==> config.mk <==
export PLATFORM = sky130hd
export DESIGN_NAME = note_sequencer
export DESIGN_NICKNAME = d
export VERILOG_FILES = /design/src/rtl/ddr_pkg.sv /design/src/rtl/beat_timer.sv /design/src/rtl/note_sequencer.sv
export SDC_FILE = /design/constraint.sdc
export NUM_CORES = 1
export LEC_CHECK = 0
export CAP_MARGIN = 0
export CORE_MARGIN = 8
export CORE_UTILIZATION = 60
export DETAILED_ROUTE_END_ITERATION = 10
export GPL_TIMING_DRIVEN = 0
export PLACE_DENSITY = 0.82
export REMOVE_ABC_BUFFERS = 1
export SLEW_MARGIN = 20
export SYNTH_ARGS = -nofsm -noshare
export SYNTH_HDL_FRONTEND = slang
export SYNTH_HIERARCHICAL = 1
export SYNTH_SLANG_ARGS = --single-unit
export TNS_END_PERCENT = 1
==> constraint.sdc <==
create_clock -name clk -period 8.45 [get_ports clk]
set_input_delay 1.2675 -clock clk [delete_from_list [all_inputs] [get_ports clk]]
set_output_delay 1.2675 -clock clk [all_outputs]
set_load 0.05 [all_outputs]
==> src/rtl/ddr_pkg.sv <==
// Shared definitions for the dance-game note path: note codes, lane masks and
// the sequencer state encoding also shown on the debug/LED display.
package ddr_pkg;

  localparam int unsigned NOTE_BITS = 4;

  localparam logic [NOTE_BITS-1:0] NOTE_END   = 4'b1111;
  localparam logic [NOTE_BITS-1:0] LANE_LEFT  = 4'b0001;
  localparam logic [NOTE_BITS-1:0] LANE_DOWN  = 4'b0010;
  localparam logic [NOTE_BITS-1:0] LANE_UP    = 4'b0100;
  localparam logic [NOTE_BITS-1:0] LANE_RIGHT = 4'b1000;

  typedef enum logic [2:0] {
    ST_IDLE      = 3'd0,
    ST_FETCH     = 3'd1,
    ST_CHECK     = 3'd2,
    ST_OFFER     = 3'd3,
    ST_WAIT_BEAT = 3'd4,
    ST_DONE      = 3'd5
  } seq_state_e;

  // States in which a level is in progress and the beat timebase runs.
  function automatic logic is_running(seq_state_e s);
    return (s == ST_FETCH) || (s == ST_CHECK) || (s == ST_OFFER) || (s == ST_WAIT_BEAT);
  endfunction

endpackage

==> src/rtl/beat_timer.sv <==
// Beat timebase: counts enabled cycles 0..BEAT_DIV-1 and flags the last one.
module beat_timer #(
  parameter int unsigned BEAT_DIV = 12_500_000
) (
  input  logic clk,
  input  logic rst,
  input  logic en,
  input  logic clr,
  output logic tick_c
);

  localparam int unsigned CNT_W = (BEAT_DIV > 1) ? $clog2(BEAT_DIV) : 1;
  localparam logic [CNT_W-1:0] CNT_LAST = CNT_W'(BEAT_DIV - 1);

  logic [CNT_W-1:0] count;

  assign tick_c = en && (count == CNT_LAST);

  always_ff @(posedge clk) begin
    if (rst || clr) begin
      count <= '0;
    end else if (en) begin
      count <= tick_c ? '0 : count + CNT_W'(1);
    end
  end

endmodule

==> src/rtl/note_sequencer.sv <==
// Walks the level ROM one note per beat and offers each arrow pattern
// downstream over valid/ready; tracks end-of-level and dropped beats.
module note_sequencer
  import ddr_pkg::*;
#(
  parameter int unsigned ADDR_WIDTH = 6,
  parameter int unsigned DATA_WIDTH = 4,
  parameter int unsigned BEAT_DIV   = 12_500_000
) (
  input  logic                  clk,
  input  logic                  rst,
  input  logic                  start,
  input  logic                  pause,
  output logic [ADDR_WIDTH-1:0] rom_addr,
  input  logic [DATA_WIDTH-1:0] rom_note,
  output logic [DATA_WIDTH-1:0] note,
  output logic                  note_valid,
  input  logic                  note_ready,
  output logic                  busy,
  output logic                  done,
  output logic                  missed
);

  localparam logic [ADDR_WIDTH-1:0] ADDR_LAST = '1;
  localparam logic [DATA_WIDTH-1:0] END_CODE  = DATA_WIDTH'(NOTE_END);

  seq_state_e            state, state_n;
  logic [ADDR_WIDTH-1:0] addr_n;
  logic [DATA_WIDTH-1:0] note_n;
  logic                  valid_n;
  logic                  missed_n;
  logic                  pending, pending_n;
  logic                  timer_en, timer_clr, tick;
  logic                  handshake, consume;

  assign handshake = note_valid && note_ready;
  assign timer_en  = is_running(state) && !pause;

  beat_timer #(.BEAT_DIV(BEAT_DIV)) u_beat_timer (
    .clk    (clk),
    .rst    (rst),
    .en     (timer_en),
    .clr    (timer_clr),
    .tick_c (tick)
  );

  always_comb begin
    state_n   = state;
    addr_n    = rom_addr;
    note_n    = note;
    valid_n   = note_valid;
    missed_n  = missed;
    pending_n = pending;
    timer_clr = 1'b0;
    consume   = 1'b0;

    case (state)
      ST_IDLE, ST_DONE: begin
        if (start) begin
          state_n   = ST_FETCH;
          addr_n    = '0;
          timer_clr = 1'b1;
        end
      end
      ST_FETCH: begin
        if (!pause) state_n = ST_CHECK;
      end
      ST_CHECK: begin
        if (!pause) begin
          if (rom_note == END_CODE) begin
            state_n = ST_DONE;
          end else begin
            note_n  = rom_note;
            valid_n = 1'b1;
            state_n = ST_OFFER;
          end
        end
      end
      // Handshake is honoured even while paused so downstream never stalls.
      ST_OFFER: begin
        if (handshake) begin
          valid_n = 1'b0;
          if (rom_addr == ADDR_LAST) begin
            state_n = ST_DONE;
          end else begin
            addr_n  = rom_addr + ADDR_WIDTH'(1);
            consume = pending || tick;
            state_n = consume ? ST_FETCH : ST_WAIT_BEAT;
          end
        end
      end
      ST_WAIT_BEAT: begin
        if (tick) state_n = ST_FETCH;
      end
      default: state_n = ST_IDLE;
    endcase

    // One-deep beat bank; a second unconsumed beat is dropped and flagged.
    if (tick && (state != ST_WAIT_BEAT)) begin
      pending_n = pending || !consume;
      if (pending && !consume) missed_n = 1'b1;
    end else begin
      pending_n = pending && !consume;
    end

    if (timer_clr) begin
      pending_n = 1'b0;
      missed_n  = 1'b0;
    end
  end

  always_ff @(posedge clk) begin
    if (rst) begin
      state      <= ST_IDLE;
      rom_addr   <= '0;
      note       <= '0;
      note_valid <= 1'b0;
      busy       <= 1'b0;
      done       <= 1'b0;
      missed     <= 1'b0;
      pending    <= 1'b0;
    end else begin
      state      <= state_n;
      rom_addr   <= addr_n;
      note       <= note_n;
      note_valid <= valid_n;
      busy       <= is_running(state_n);
      done       <= (state_n == ST_DONE);
      missed     <= missed_n;
      pending    <= pending_n;
    end
  end

endmodule

==> summary.txt <==
RSZ-0062 raised after global routing - no
Starting density of the core - 63.1%
Area contributors post-synth - dfxtp_1, nor2_1, xor2_1, a21oi_1, xnor2_1
Reg power frac - 60.0%
Leak - 0.766 nW
Clock Skews - 9.10 ps
Kind of end point of the critical path - register
Final net count - 269
Core Area - 0.00336 sq mm
Initial DRT Pass Iterations - 4
Power Internal - 0.253 mW
Pwr dens - 143 mW/mm^2
CTS Hold Buffers Added - 0
Postcts setup bufs - 0
CP startpoint - pause
Fillers - 289
Cells after Synth - 242
Via count - 1766
Worst slew pin tran - 567 ps
Clock-pin slew on the worst setup and hold paths - 120 ps
Worst r2r src - state[0]$_SDFF_PP0_
Cell Rows - 21
Largest net degree at the start of global routing - 14
Final Cycle Share - 46.2%
Synth Register Bits - 42
Max-slew headroom - 61.2%
TritonCTS clock tree - yes
Layout cells sized above 1 - 9.34%
Grt total ovfl - 0
Post-synth EDFFs - 0
Total global routing track utilization - 17.7%
Vias per cell - 5.83
Placer congestion estimate - 0.828
Max Freq - 256 MHz
Post-cts sizing count - 0
FF-to-FF path depth - 12
TritonCTS buffer count - 5
Iter 0 DRT Violations - 159
Skew-Pair Late Insertion Delay - 360 ps
Ports - 23
Mean instance size in the synthesized netlist - 8.77 sq um
IO Port Bufs - 22
Post-Layout Inst Area - 0.00238 sq mm
Die width - 75.5 um
Routed Antenna Nets - 0
Initial antenna violation count - 0
Detailed placement HPWL - 3180 um
Finished Layout Cells - 303
Placed inst area - 0.00233 sq mm
Root buf cell - clkbuf_4
Sequential share of the synthesized area - 39.6%
Crit path max fanout - 7
CP endpoint - busy$_SDFF_PP0_
First-pass GRT wire length - 7720 um
CTS max path bufs - 2
# diodes - 0
Comb pwr share - 10.8%
Vias in the first global route - 1727
Critical path class - in2reg
Yosys cell types - 56
Mapped cell area - 0.00212 sq mm
Ys Warns - 6
Hold WS - 483 ps
Setup tns final - 0 ps
Total of max-cap violations - 0
Startpoint Class - input port
DRC Markers - 0
Endpoints failing setup - 0
Die Y-Extent - 75.5 um
Crit path time final - 3900 ps
Async SR Flop Fraction - 0%
Die Area - 0.00570 sq mm
R2R Path End - busy$_SDFF_PP0_
Hold Crit Class - reg2reg
Dominant cell type by area after synthesis - dfxtp_1
Total power - 0.341 mW
Final WL - 4370 um
Clock Power Share - 29.1%
H-tree depth - 2
Worst reg-to-reg setup slack - 5110 ps
Arrival @ worst endpoint - 4170 ps
Switching Fraction - 25.8%
Psw - 0.0880 mW
Inst Count DP - 297
Drt wl/cell - 14.4 um
Main synth FF type - dfxtp_1
Worst vdd ir - 0.0837 mV
Max-slew violations - 0
Final Hold Viols - 0
Outcome - finished, final reports clean
Required @ worst endpoint - 8720 ps
Clock Sinks - 42
Area share of the largest cell type after synthesis - 39.6%
Synthesis-to-layout area growth - 12.2%
sequential cells by signal (all words and copies together), names as in the netlist:
signal / count
busy: 1
pending: 1
done: 1
u_beat_timer/count: 24
state: 3
rom_addr: 6
missed: 1
note_valid: 1
note: 4
placed cells by master (no fill, tap or decap), types with 3 or more instances in the layout:
master	netlist	layout
a211oi_1	3	3
a21oi_1	16	16
and3_1	3	3
and4_1	5	5
clkbuf_4	0	5
clkdlybuf4s50_1	0	22
dfxtp_1	42	42
inv_1	5	5
nand2_1	11	11
nand3_1	6	6
nand4_1	6	6
nor2_1	36	36
nor3_1	6	6
o211ai_1	3	3
o21ai_0	9	8
o31ai_1	5	5
or3_1	7	7
or4_1	4	4
xnor2_1	6	6
xor2_1	10	10
cell usage after synthesis, drive strengths merged, types with 3 or more instances:
cell	count
dfxtp	42
nor2	38
a21oi	17
nand2	11
xor2	10
o21ai	9
clkbuf	8
nand4	8
or3	7
and4	6
buf	6
nand3	6
nor3	6
or4	6
xnor2	6
inv	5
o31ai	5
a211oi	4
and2b	3
and3	3
o211ai	3
critical path, stage by stage:
cell and delay (ps):
clkdlybuf4s50_1 510, nor2_1 420, nand4_4 200, or3_1 440, nor2_1 280, nor2_1 110
a211o_1 230, a221o_2 350, nor2b_4 130, a31o_1 220
power by group through the flow:
stage	sequential, mW	combinational (mW)	clock (mW)
final	0.205	0.0370	0.0994
after global routing	0.205	0.0402	0.111
after CTS	0.205	0.0373	0.101
after detailed placement	0.209	0.0370	0
after global placement	0.209	0.0353	0
after floorplan	0.215	0.0160	0
worst min path at each step:
stage                                          endpoint  depth (start not counted)                           startpoint  slack (ps)
floorplan           u_beat_timer/count[23]$_SDFFE_PP0P_                          2  u_beat_timer/count[23]$_SDFFE_PP0P_         450
global placement                    missed$_SDFFE_PP0P_                          2                  missed$_SDFFE_PP0P_         470
CTS                 u_beat_timer/count[23]$_SDFFE_PP0P_                          2  u_beat_timer/count[23]$_SDFFE_PP0P_         490
global route        u_beat_timer/count[23]$_SDFFE_PP0P_                          2  u_beat_timer/count[23]$_SDFFE_PP0P_         520
finish              u_beat_timer/count[23]$_SDFFE_PP0P_                          2  u_beat_timer/count[23]$_SDFFE_PP0P_         480
detailed placement  u_beat_timer/count[23]$_SDFFE_PP0P_                          2  u_beat_timer/count[23]$_SDFFE_PP0P_         470
layout make-up:
class | instances | area [sq um] | share of cell area (%)
Sequential cell | 42 | 841 | 35.3
Clock buffer | 6 | 51.3 | 2.15
Tap cell | 46 | 57.6 | 2.42
Inverter | 5 | 18.8 | 0.788
Timing Repair Buffer | 23 | 231 | 9.72
Multi-Input combinational cell | 181 | 1180 | 49.6
cells by family after synthesis:
logic type,after synthesis,synth area share (%)
simple gates,109,29.8
buf+inv,19,4.89
flops,42,39.6
fa+ha+maj,2,1.18
xor+xnor,16,6.60
compound gates,52,17.0
mux,2,0.943
routing by layer:
metal	up-vias	global-route usage (%)	wire length, um
li1	907	-	-
met1	815	21.3	2060
met2	37	28.1	2030
met3	7	4.61	194
met4	0	9.38	88
met5	-	0	0
stage by stage:
stage	util, %	worst slack [ps]
4_1_cts	70.8	4560
2_1_floorplan	-	4730
6_report	70.8	4550
3_5_place_dp	69.3	4190
5_1_grt	70.8	4350
3_3_place_gp	68.9	3340
(Power assumes the default switching activity.)
